<file path="config.mk">
export PLATFORM = sky130hd
export DESIGN_NAME = ald_cycle_sequencer
export DESIGN_NICKNAME = d
export VERILOG_FILES = /design/src/rtl/ald_cycle_sequencer.sv
export SDC_FILE = /design/constraint.sdc
export NUM_CORES = 1
export LEC_CHECK = 0
export CORE_ASPECT_RATIO = 0.9
export CORE_MARGIN = 5
export CORE_UTILIZATION = 45
export DETAILED_ROUTE_END_ITERATION = 10
export PLACE_DENSITY = 0.71
export SKIP_LAST_GASP = 1
export SYNTH_ARGS = -nofsm -noshare
export SYNTH_HDL_FRONTEND = slang
export SYNTH_SLANG_ARGS = --single-unit
export TNS_END_PERCENT = 10
</file>
<file path="constraint.sdc">
create_clock -name clk -period 8.7 [get_ports clk]
set_input_delay 2.175 -clock clk [delete_from_list [all_inputs] [get_ports clk]]
set_output_delay 2.175 -clock clk [all_outputs]
set_load 0.05 [all_outputs]
</file>
<file path="src/rtl/ald_cycle_sequencer.sv">
// ald_cycle_sequencer
// Sequences one atomic-layer-deposition run: precursor pulse, precursor wait,
// vacuum purge, water pulse, water wait, water purge, repeated for a latched
// number of cycles. A single phase timer counts 1 kHz ticks and is shared by
// all six timed phases. Valve, busy, done and fault outputs are registered and
// decoded from the next state, so they line up with the state register.
//
// Optional feature: define ALD_SEQ_HOLD_EN to add a 'hold' input that freezes
// the phase timer and closes the precursor/water valves while asserted.
module ald_cycle_sequencer #(
  parameter int TIMER_W = 32,
  parameter int CYCLE_W = 16
) (
  input  logic               clk,
  input  logic               rst,
  input  logic               tick,
  input  logic               start,
  input  logic               abort,
`ifdef ALD_SEQ_HOLD_EN
  input  logic               hold,
`endif
  input  logic [1:0]         prec_sel,
  input  logic [TIMER_W-1:0] t_on,
  input  logic [TIMER_W-1:0] t_wait,
  input  logic [TIMER_W-1:0] t_vac,
  input  logic [TIMER_W-1:0] t_water,
  input  logic [TIMER_W-1:0] t_waitw,
  input  logic [TIMER_W-1:0] t_vacw,
  input  logic [CYCLE_W-1:0] cycles,
  output logic [2:0]         valve_prec,
  output logic               valve_water,
  output logic               valve_vac,
  output logic               busy,
  output logic               done,
  output logic               fault,
  output logic [CYCLE_W-1:0] cycle_count
);

  typedef enum logic [2:0] {
    IDLE, P_ON, P_WAIT, P_VAC, W_ON, W_WAIT, W_VAC, FIN
  } state_t;

  state_t             state, state_nxt;
  logic [TIMER_W-1:0] phase_cnt, preset;
  logic [TIMER_W-1:0] t_on_q, t_wait_q, t_vac_q, t_water_q, t_waitw_q, t_vacw_q;
  logic [CYCLE_W-1:0] cycles_q, cycle_count_inc;
  logic [1:0]         sel_q, sel_nxt;
  logic               hold_i, timed, phase_exit;
  logic               run_load, zero_run, cycle_inc, fault_nxt;

`ifdef ALD_SEQ_HOLD_EN
  assign hold_i = hold;
`else
  assign hold_i = 1'b0;
`endif

  assign cycle_count_inc = cycle_count + CYCLE_W'(1);
  assign sel_nxt         = run_load ? prec_sel : sel_q;

  // Select the latched preset of the current phase and detect phase exit.
  always_comb begin
    // NOTE: every comb output gets a default first so no path leaves it
    // unassigned, which would otherwise infer a latch.
    preset = '0;
    timed  = 1'b1;
    unique case (state)
      P_ON:    preset = t_on_q;
      P_WAIT:  preset = t_wait_q;
      P_VAC:   preset = t_vac_q;
      W_ON:    preset = t_water_q;
      W_WAIT:  preset = t_waitw_q;
      W_VAC:   preset = t_vacw_q;
      default: timed  = 1'b0;
    endcase
    // A held phase neither counts nor exits; full-width equality ends it.
    phase_exit = timed && !hold_i && (phase_cnt == preset);
  end

  // Next-state logic; abort of an active run overrides everything.
  always_comb begin
    state_nxt = state;
    run_load  = 1'b0;
    zero_run  = 1'b0;
    cycle_inc = 1'b0;
    fault_nxt = 1'b0;
    unique case (state)
      IDLE: begin
        if (start && !abort) begin
          if (prec_sel == 2'd3) begin
            fault_nxt = 1'b1;
          end else if (cycles == '0) begin
            zero_run  = 1'b1;
            state_nxt = FIN;
          end else begin
            run_load  = 1'b1;
            state_nxt = P_ON;
          end
        end
      end
      P_ON:   if (phase_exit) state_nxt = P_WAIT;
      P_WAIT: if (phase_exit) state_nxt = P_VAC;
      P_VAC:  if (phase_exit) state_nxt = W_ON;
      W_ON:   if (phase_exit) state_nxt = W_WAIT;
      W_WAIT: if (phase_exit) state_nxt = W_VAC;
      W_VAC: begin
        if (phase_exit) begin
          cycle_inc = 1'b1;
          state_nxt = (cycle_count_inc == cycles_q) ? FIN : P_ON;
        end
      end
      FIN:     state_nxt = IDLE;
      default: state_nxt = IDLE;
    endcase
    if (abort && state != IDLE) begin
      state_nxt = IDLE;
      cycle_inc = 1'b0;
      fault_nxt = 1'b1;
    end
  end

  // State, phase timer, latched run configuration and registered outputs.
  always_ff @(posedge clk) begin
    // NOTE: sequential state uses non-blocking assignments so every register
    // samples the pre-edge values regardless of statement order.
    if (!rst) begin
      state       <= IDLE;
      phase_cnt   <= '0;
      cycle_count <= '0;
      t_on_q      <= '0;
      t_wait_q    <= '0;
      t_vac_q     <= '0;
      t_water_q   <= '0;
      t_waitw_q   <= '0;
      t_vacw_q    <= '0;
      cycles_q    <= '0;
      sel_q       <= '0;
      valve_prec  <= '0;
      valve_water <= 1'b0;
      valve_vac   <= 1'b0;
      busy        <= 1'b0;
      done        <= 1'b0;
      fault       <= 1'b0;
    end else begin
      state <= state_nxt;

      if (state_nxt != state) begin
        phase_cnt <= '0;
      end else if (timed && tick && !hold_i && !phase_exit) begin
        phase_cnt <= phase_cnt + TIMER_W'(1);
      end

      if (run_load) begin
        t_on_q    <= t_on;
        t_wait_q  <= t_wait;
        t_vac_q   <= t_vac;
        t_water_q <= t_water;
        t_waitw_q <= t_waitw;
        t_vacw_q  <= t_vacw;
        cycles_q  <= cycles;
        sel_q     <= prec_sel;
      end

      if (run_load || zero_run) begin
        cycle_count <= '0;
      end else if (cycle_inc) begin
        cycle_count <= cycle_count_inc;
      end

      valve_prec  <= (state_nxt == P_ON && !hold_i) ? (3'b001 << sel_nxt) : 3'b000;
      valve_water <= (state_nxt == W_ON) && !hold_i;
      valve_vac   <= (state_nxt == P_VAC) || (state_nxt == W_VAC);
      busy        <= (state_nxt != IDLE);
      done        <= (state_nxt == FIN);
      fault       <= fault_nxt;
    end
  end

endmodule

</file>
==> results of run 1 <==
-- flip-flops by register name, summed over array words and instances, names as in the netlist, 2 cells and up --
signal	count
cycles_q	16
phase_cnt	32
cycle_count	16
sel_q	2
state	3
t_on_q	32
t_waitw_q	32
t_water_q	32
valve_prec	3
t_wait_q	32
t_vacw_q	32
t_vac_q	32
-- cell families after synthesis --
logic type | share of synthesized area
flops | 0.430
mux | 0.0651
fa+ha+maj | 0.00200
buf+inv | 0.0411
simple gates | 0.251
compound gates | 0.162
xor+xnor | 0.0483
-- worst paths after layout --
| path | depth (start not counted) | slack (ns) | end | startpoint |
|---|---|---|---|---|
| worst max register to register | 11 | 3.45 | cycle_count[9] | state[0] |
| worst min register to register | 2 | 0.45 | t_wait_q[2] | t_wait_q[2] |
| worst min-delay path | 2 | 0.45 | t_wait_q[2] | t_wait_q[2] |
| worst max-delay path | 11 | 3.45 | cycle_count[9] | state[0] |
-- area by class of cell --
cell class	count	area, um^2
fillers	2442	11300
flip-flops and latches	269	5390
multi-input cells	1184	6630
inverters	6	27.5
clock inverters	9	110
well taps	354	443
repair buffers	249	2480
clock buffers	42	815
-- critical path, delay by kind of cell, from the launching register on --
family	cells	cell delay [ns]
xor gates and xnor gates	1	0.12
AOI/OAI and AO/OA	1	0.40
and+or+nand+nor	8	3.22
buffers and inverters	1	0.57
DFF	1	0.76
-- power by group through the flow --
| stage | combinational, mW | sequential (mW) | clock [mW] |
|---|---|---|---|
| floorplan | 0.274 | 1.35 | 0 |
| global placement | 0.444 | 1.36 | 0 |
| detailed placement | 0.450 | 1.36 | 0 |
| CTS | 0.452 | 1.33 | 1.23 |
| global route | 0.493 | 1.34 | 1.28 |
| finish | 0.454 | 1.34 | 1.21 |
-- layer usage --
layer	track usage	routed length, um	vias up	part of all wire
met4	0.0763	1400	2	0.036
met1	0.329	16800	5606	0.43
li1	-	-	5754	-
met2	0.379	18000	482	0.46
met3	0.0490	3030	81	0.077
met5	0	13	-	0.00033
-- synth_stat cells (all sizes together) (15+ instances only) --
| cell | instances | share of area |
|---|---|---|
| buf | 27 | 0.012 |
| dfxtp | 269 | 0.43 |
| nand2 | 450 | 0.14 |
| nand4 | 20 | 0.010 |
| nand3 | 24 | 0.0096 |
| xnor2 | 24 | 0.017 |
| nor2 | 71 | 0.021 |
| a221oi | 36 | 0.028 |
| clkbuf | 90 | 0.027 |
| and3 | 25 | 0.013 |
| mux2i | 15 | 0.012 |
| mux2 | 59 | 0.053 |
| nor3 | 19 | 0.0076 |
| o21ai | 32 | 0.013 |
| xor2 | 45 | 0.032 |
| a21oi | 224 | 0.090 |
-- per-stage QoR --
| step | total power, mW | util | instance area (um^2) |
|---|---|---|---|
| global route | 3.11 | 0.585 | 15900 |
| floorplan | 1.62 | - | 12500 |
| detailed placement | 1.81 | 0.551 | 15000 |
| CTS | 3.01 | 0.585 | 15900 |
| finish | 3.00 | 0.585 | 15900 |
| global placement | 1.80 | 0.551 | 15000 |
==> impl_metrics.env, run 1 <==
export IMPL_outcome="complete, no violations"
export IMPL_port_buffers=238
export IMPL_critical_path_class="reg2reg"
export IMPL_required_ns=9.09
export IMPL_dp_cells=2062
export IMPL_p_int_mw=2.20
export IMPL_setup_viol=0
export IMPL_grt_pass1_wl_mm=60.7
export IMPL_dr_pass1_iters=5
export IMPL_max_slew_margin_rel=0.178
export IMPL_cts_sinks=269
export IMPL_fp_coreArea_mm2=0.0272
export IMPL_hold_slack_ns=0.453
export IMPL_drc=0
export IMPL_first_global_vias=11332
export IMPL_cp_end_kind="register"
export IMPL_pin_count=239
export IMPL_cts_root_buf="clkbuf_16"
export IMPL_numCtsBuffers=29
export IMPL_post_cts_resized=0
export IMPL_synth_edff_count=0
export IMPL_fin_cells=2113
export IMPL_dieWidth_um=186
export IMPL_drt_vias_per_instance=5.64
export IMPL_share_comb_of_total_power=0.151
export IMPL_fp_dieH_um=168
export IMPL_synth_cell_area_mm2=0.0125
export IMPL_synth_fp_nets=1793
export IMPL_cts_buffer_depth=3
export IMPL_rsz0062_at_grt="false"
export IMPL_grt_max_degree=138
export IMPL_final_common_cell="nand2_1"
export IMPL_p_per_area_mw_per_mm2=189
export IMPL_ys_ff_latch=269
export IMPL_avgSynthCellArea_um2=7.94
export IMPL_first_iter_violations=939
export IMPL_worstMarginPinSlew_ns=1.22
export IMPL_crit_top_cell="and4_1"
export IMPL_async_reset_ff_frac=0
export IMPL_ant_nets=0
export IMPL_hold_path_class="reg2reg"
export IMPL_synth_flop_cell="dfxtp_1"
export IMPL_die_area_mm2=0.0312
export IMPL_leakagePower_nw=5.71
export IMPL_fin_ws_ns=3.45
export IMPL_ys_seq_area_frac=0.430
export IMPL_max_cap_violations=0
export IMPL_start_util=0.460
export IMPL_dp_hpwl_mm=27.5
export IMPL_yosys_warnings=0
export IMPL_cts_setup_buffers=0
export IMPL_cp_start_kind="register"
export IMPL_layout_min_cycle_time_ns=5.25
export IMPL_drive_gt1_frac=0.0637
export IMPL_antennaDiodeCount=0
export IMPL_cts_max_level=1
export IMPL_path_clk_slew_ns=0.06
export IMPL_swShare=0.266
export IMPL_wl_per_cell_um=18.6
export IMPL_crit_chain="buf_4 -> nor2b_1 -> a221oi_2 -> nor3_1 -> or4b_1 -> or4_4 -> nor4b_4 -> and4_1 -> and4_1 -> xnor2_1 -> nor2_1"
export IMPL_cts_tree="yes"
export IMPL_overflow=0
export IMPL_hold_violations=0
export IMPL_power_switching_uw=798
export IMPL_clkLatencyLatePin_ns=0.56
export IMPL_worstPathArrival_ns=5.64
export IMPL_rows=57
export IMPL_skew_ns=0.0175
export IMPL_postSynthCellCount=1576
export IMPL_fmax_mhz=190
export IMPL_p_seq_frac=0.445
export IMPL_grtUsageTotal=0.240
export IMPL_wl_mm=39.2
export IMPL_areaGrowthSynthToFinish_pct=27.0
export IMPL_layout_nets=1956
export IMPL_power_frac_clock=0.403
export IMPL_place_ws_ns=3.56
export IMPL_cts_hold_fix_buffers=0
export IMPL_ir_drop_mv=0.185
export IMPL_layout_common_cells="nand2_1 (449), dfxtp_1 (266), clkdlybuf4s50_1 (238), a21oi_1 (224), nor2_1 (71)"
export IMPL_fin_crit_sh=0.604
export IMPL_vias=11925
export IMPL_grt_antenna_before_repair=1
export IMPL_crit_slowest_cell="dfxtp_2"
export IMPL_worstPathMaxFanout=42
export IMPL_crit_path_max_incr_delay_ns=0.76
export IMPL_setup_tns_ns=0
export IMPL_drv_slew=0
export IMPL_yosysUniqueCellTypes=65
export IMPL_gp_congestion=0.912
Note: power is estimated with default switching activity, not from simulation.
==> run 2, diff against run 1 <==
--- a/config.mk
+++ b/config.mk
@@ -9,7 +9,7 @@
 export CORE_MARGIN = 5
 export CORE_UTILIZATION = 45
 export DETAILED_ROUTE_END_ITERATION = 10
-export PLACE_DENSITY = 0.71
+export PLACE_DENSITY = 0.73
 export SKIP_LAST_GASP = 1
 export SYNTH_ARGS = -nofsm -noshare
 export SYNTH_HDL_FRONTEND = slang
==> constraint.sdc (replaced) <==
create_clock -name clk -period 4.7 [get_ports clk]
set_input_delay 1.175 -clock clk [delete_from_list [all_inputs] [get_ports clk]]
set_output_delay 1.175 -clock clk [all_outputs]
set_load 0.05 [all_outputs]
==> run 2 against run 1 <==
Critical path depth fell by 1; routed wire length rose by 2.9%; count of clock-buffer cells in the layout did not move; cell count rose by 1.1%; sequential share of layout area fell by 0.47 points; cell area rose by 1.4%; sequential cell count did not move; maximum frequency rose by 17%; core utilization rose by 0.85 points; global-route usage rose by 0.42 points; hold slack got worse by 0.00079 ns.
==> impl_metrics.env, run 2 (synthesized netlist as in run 1, its figures left out) <==
export IMPL_outcome="complete, no violations"
export IMPL_cts_root_buf="clkbuf_16"
export IMPL_grt_pass1_wl_mm=61.3
export IMPL_cts_sinks=269
export IMPL_gp_congestion=0.906
export IMPL_p_per_area_mw_per_mm2=343
export IMPL_cts_tree="yes"
export IMPL_numCtsBuffers=28
export IMPL_first_global_vias=11107
export IMPL_wl_met1_mm=18.1
export IMPL_drt_vias_per_instance=5.55
export IMPL_vias=11860
export IMPL_rows=57
export IMPL_die_area_mm2=0.0312
export IMPL_drc=0
export IMPL_overflow=0
export IMPL_hold_violations=0
export IMPL_wl_met3_mm=3.20
export IMPL_port_buffers=238
export IMPL_ir_drop_mv=0.245
export IMPL_worstPathMaxFanout=22
export IMPL_hold_path_class="reg2reg"
export IMPL_clkLatencyLatePin_ns=0.57
export IMPL_skew_ns=0.0355
export IMPL_cts_buffer_depth=3
export IMPL_fp_dieH_um=168
export IMPL_drive_gt1_frac=0.0780
export IMPL_start_util=0.460
export IMPL_pin_count=239
export IMPL_wl_per_cell_um=18.9
export IMPL_drv_slew=0
export IMPL_final_util=0.593
export IMPL_worstPathArrival_ns=4.95
export IMPL_rsz0062_at_grt="false"
export IMPL_wl_mm=40.4
export IMPL_max_cap_violations=0
export IMPL_setup_viol=0
export IMPL_layout_nets=1977
export IMPL_fin_area_mm2=0.0161
export IMPL_cts_max_level=1
export IMPL_layout_common_cells="nand2_1 (449), dfxtp_1 (266), clkdlybuf4s50_1 (238), a21oi_1 (224), nor2_1 (71)"
export IMPL_cp_start_kind="register"
export IMPL_placed_area_mm2=0.0152
export IMPL_ant_nets=0
export IMPL_first_iter_violations=1101
export IMPL_dp_hpwl_mm=30.0
export IMPL_required_ns=5.17
export IMPL_path_clk_slew_ns=0.06
export IMPL_routed_top_layer="met4"
export IMPL_leakagePower_nw=5.84
export IMPL_dr_pass1_iters=5
export IMPL_max_slew_margin_rel=0.457
export IMPL_r2r_slack_ns=0.22
export IMPL_layout_min_cycle_time_ns=4.48
export IMPL_cp_end_kind="register"
export IMPL_grt_max_degree=96
export IMPL_grt_antenna_before_repair=0
export IMPL_areaGrowthSynthToFinish_pct=28.9
export IMPL_worstMarginPinSlew_ns=0.813
export IMPL_setup_tns_ns=0
export IMPL_multi_input_area_mm2=0.00663
export IMPL_wl_met2_mm=18.2
export IMPL_grtUsageTotal=0.244
export IMPL_antennaDiodeCount=0
export IMPL_fillCellCount=2413
export IMPL_fp_coreArea_mm2=0.0272
export IMPL_final_common_cell="nand2_1"
export IMPL_fin_crit_sh=0.954
export IMPL_critical_path_class="reg2reg"
export IMPL_dieWidth_um=186
export IMPL_cts_hold_fix_buffers=0
export IMPL_fmax_mhz=223
export IMPL_regArea_mm2=0.00539
[run 2: cell types whose count changed in the layout (fill, tap and decap cells not counted), sizes merged]
cell,change
buf,+22
bufinv,-2
clkinv,+1
clkinvlp,+3
inv,-1
[run 2: worst paths after layout]
check,start,cells past startpoint,to
worst max-delay path,state[2],10,valve_prec[0]
worst min-delay path,t_water_q[22],2,t_water_q[22]
worst max register to register,state[2],10,valve_prec[0]
worst min register to register,t_water_q[22],2,t_water_q[22]
[run 2: timing repair]
action / CTS / global route
endpoints found under the setup margin: 0 / 8
resized for setup: 0 / 1
buffers inserted: 0 / 0
[run 2: area by class of cell]
type | count | share of cell area
Tap cell | 354 | 0.0275
Timing Repair Buffer | 271 | 0.169
Inverter | 6 | 0.00171
Sequential cell | 269 | 0.334
Multi-Input combinational cell | 1184 | 0.411
Clock buffer | 42 | 0.0523
Clock inverter | 10 | 0.00427
[run 2: per-stage QoR]
stage	power [mW]	hold WS, ns	worst slack, ns	instances
floorplan	3.00	0.432	1.10	1576
global placement	3.38	0.439	0.281	2084
detailed placement	3.39	0.445	0.192	2084
CTS	5.54	0.453	0.157	2136
global route	5.72	0.468	0.0738	2136
finish	5.53	0.452	0.218	2136
[run 2: metal layers]
layer	vias up	global-route usage
li1	5790	-
met1	5585	0.354
met2	425	0.380
met3	60	0.0449
met4	0	0.0529
met5	-	0
[run 2: critical path: stages (launching register included)]
cell and delay, ns:
dfxtp_2 0.48, nor2b_1 0.71, a221oi_2 0.20, o21a_1 0.20, or4b_1 0.50, or4_4 0.57
nor4b_4 0.54, mux2_2 0.41, a21o_1 0.23, or3b_1 0.41, nor2_1 0.13
[run 2: power breakdown]
group	switching [mW]	total, mW	leakage (nW)	internal [mW]
clock network	0.935	2.17	0.446	1.24
logic	0.476	0.884	3.20	0.408
registers	0.0818	2.47	2.19	2.39
==> run 3, diff against run 2 <==
--- a/config.mk
+++ b/config.mk
@@ -9,7 +9,7 @@
 export CORE_MARGIN = 5
 export CORE_UTILIZATION = 45
 export DETAILED_ROUTE_END_ITERATION = 10
-export PLACE_DENSITY = 0.73
+export DONT_BUFFER_PORTS = 1
 export SKIP_LAST_GASP = 1
 export SYNTH_ARGS = -nofsm -noshare
 export SYNTH_HDL_FRONTEND = slang
==> run 3 against run 2 <==
Maximum frequency shrank 0.35%; power increased by 1.5%; count of clock-buffer cells in the layout down 3; non-clock buffer count shrank 242; cell area shrank 14%; first-iteration DRC count shrank 13%; sequential cell count unchanged; die area stayed put; hold slack lost 0.00064 ns; sequential power is essentially flat; cell count decreased by 11%; critical path depth is 1 higher; highest routed layer unchanged.
==> impl_metrics.env, run 3 (synthesized netlist as in run 1, its figures left out) <==
export IMPL_first_iter_violations=953
export IMPL_gp_congestion=0.912
export IMPL_cts_tree="yes"
export IMPL_clkLatencyLatePin_ns=0.55
export IMPL_startpoint="state[2]"
export IMPL_cts_buffer_depth=3
export IMPL_p_seq_frac=0.443
export IMPL_dp_hpwl_mm=28.5
export IMPL_overflow=0
export IMPL_fin_cells=1896
export IMPL_cts_sinks=269
export IMPL_p_per_area_mw_per_mm2=407
export IMPL_drive_gt1_frac=0.0908
export IMPL_dieWidth_um=186
export IMPL_swShare=0.262
export IMPL_r2r_slack_ns=0.20
export IMPL_grt_antenna_before_repair=0
export IMPL_cts_max_level=1
export IMPL_grt_max_degree=118
export IMPL_port_buffers=0
export IMPL_path_clk_slew_ns=0.06
export IMPL_fin_ws_ns=0.202
export IMPL_pin_count=239
export IMPL_drc=0
export IMPL_leakagePower_nw=4.95
export IMPL_fin_crit_sh=0.957
export IMPL_max_slew_margin_rel=0.257
export IMPL_power_frac_clock=0.439
export IMPL_drv_slew=0
export IMPL_required_ns=5.18
export IMPL_critical_path_class="reg2reg"
export IMPL_rsz0062_at_grt="true"
export IMPL_fillCellCount=2619
export IMPL_cp_end_kind="register"
export IMPL_layout_nets=1736
export IMPL_dr_pass1_iters=5
export IMPL_r2r_cells=11
export IMPL_layout_common_cells="nand2_1 (449), dfxtp_1 (266), a21oi_1 (224), nor2_1 (71), xor2_1 (45)"
export IMPL_rows=57
export IMPL_share_comb_of_total_power=0.118
export IMPL_hold_depth=2
export IMPL_outcome="complete, no violations"
export IMPL_worstPathArrival_ns=4.98
export IMPL_wl_per_cell_um=20.5
export IMPL_hold_path_class="reg2reg"
export IMPL_dp_cells=1842
export IMPL_fp_coreArea_mm2=0.0272
export IMPL_r2r_start="state[2]"
export IMPL_p_int_mw=4.14
export IMPL_start_util=0.460
export IMPL_place_ws_ns=0.207
export IMPL_worstReg2RegEnd="valve_prec[2]"
export IMPL_hold_path_end="t_wait_q[27]"
export IMPL_ir_drop_mv=0.245
export IMPL_worstMarginPinSlew_ns=1.11
export IMPL_die_area_mm2=0.0312
export IMPL_hold_slack_ns=0.451
export IMPL_max_cap_violations=0
export IMPL_areaGrowthSynthToFinish_pct=10.3
export IMPL_first_global_vias=10253
export IMPL_setup_tns_ns=0
export IMPL_setup_viol=0
export IMPL_power_switching_mw=1.47
export IMPL_drt_vias_per_instance=5.72
export IMPL_final_common_cell="nand2_1"
export IMPL_min_from="t_wait_q[27]"
export IMPL_numCtsBuffers=29
export IMPL_grtUsageTotal=0.239
export IMPL_cp_start_kind="register"
export IMPL_fp_dieH_um=168
export IMPL_antennaDiodeCount=0
export IMPL_fmax_mhz=222
export IMPL_worstPathMaxFanout=18
export IMPL_grt_pass1_wl_mm=59.1
export IMPL_layout_min_cycle_time_ns=4.50
export IMPL_cts_root_buf="clkbuf_16"
export IMPL_wl_mm=38.8
export IMPL_vias=10836
export IMPL_cts_hold_fix_buffers=0
export IMPL_hold_violations=0
export IMPL_skew_ns=0.0191
export IMPL_ant_nets=0
## run 3: how the worst max path moves through the flow
stage	to	slack, ns
floorplan	valve_prec[0]	1.10
global placement	cycle_count[1]	0.31
global route	valve_prec[0]	-0.02
CTS	valve_prec[2]	0.19
finish	valve_prec[2]	0.20
detailed placement	valve_prec[2]	0.21
## run 3: metal layers
layer	vias up	part of all wire	routed length [um]	track usage
li1	5309	-	-	-
met1	5100	0.45	17500	0.344
met2	363	0.45	17400	0.364
met3	64	0.073	2840	0.0490
met4	0	0.029	1130	0.0653
met5	-	0	0	0
## run 3: final cells by class
cell class                      count  area, um^2  share of cell area
Clock buffer                       39         833              0.0604
Multi-Input combinational cell   1184        6630               0.481
Tap cell                          354         443              0.0321
Clock inverter                     15         213              0.0154
Timing Repair Buffer               29         255              0.0185
Sequential cell                   269        5390               0.391
Inverter                            6        27.5             0.00200
## run 3: per-stage QoR
step / utilization / cell area (um^2) / power, mW
4_1_cts: 0.508 / 13800 / 5.65
6_report: 0.508 / 13800 / 5.61
5_1_grt: 0.508 / 13800 / 5.83
3_5_place_dp: 0.469 / 12700 / 3.19
3_3_place_gp: 0.469 / 12700 / 3.18
2_1_floorplan: - / 12500 / 3.00
## run 3: worst max-delay path, stage by stage, from the launching register on
cell	delay, ns
dfxtp_2	0.40
buf_4	0.23
nor2b_2	0.51
a221oi_1	0.25
o21a_1	0.21
or4b_1	0.51
or4_4	0.51
nor4b_4	0.62
mux2_2	0.41
a21o_1	0.24
or3b_1	0.40
nor2_1	0.12
## run 3: timing repair
item | CTS | global route
gates resized for setup | 0 | 1
buffers inserted | 0 | 0
endpoints found under the setup margin | 0 | 10
## run 3: power groups by stage
stage          sequential [mW]  clock, mW  combinational (mW)
4_1_cts                   2.48       2.50               0.662
2_1_floorplan             2.49          0               0.507
5_1_grt                   2.50       2.60               0.733
6_report                  2.48       2.46               0.662
3_3_place_gp              2.53          0               0.650
3_5_place_dp              2.53          0               0.660
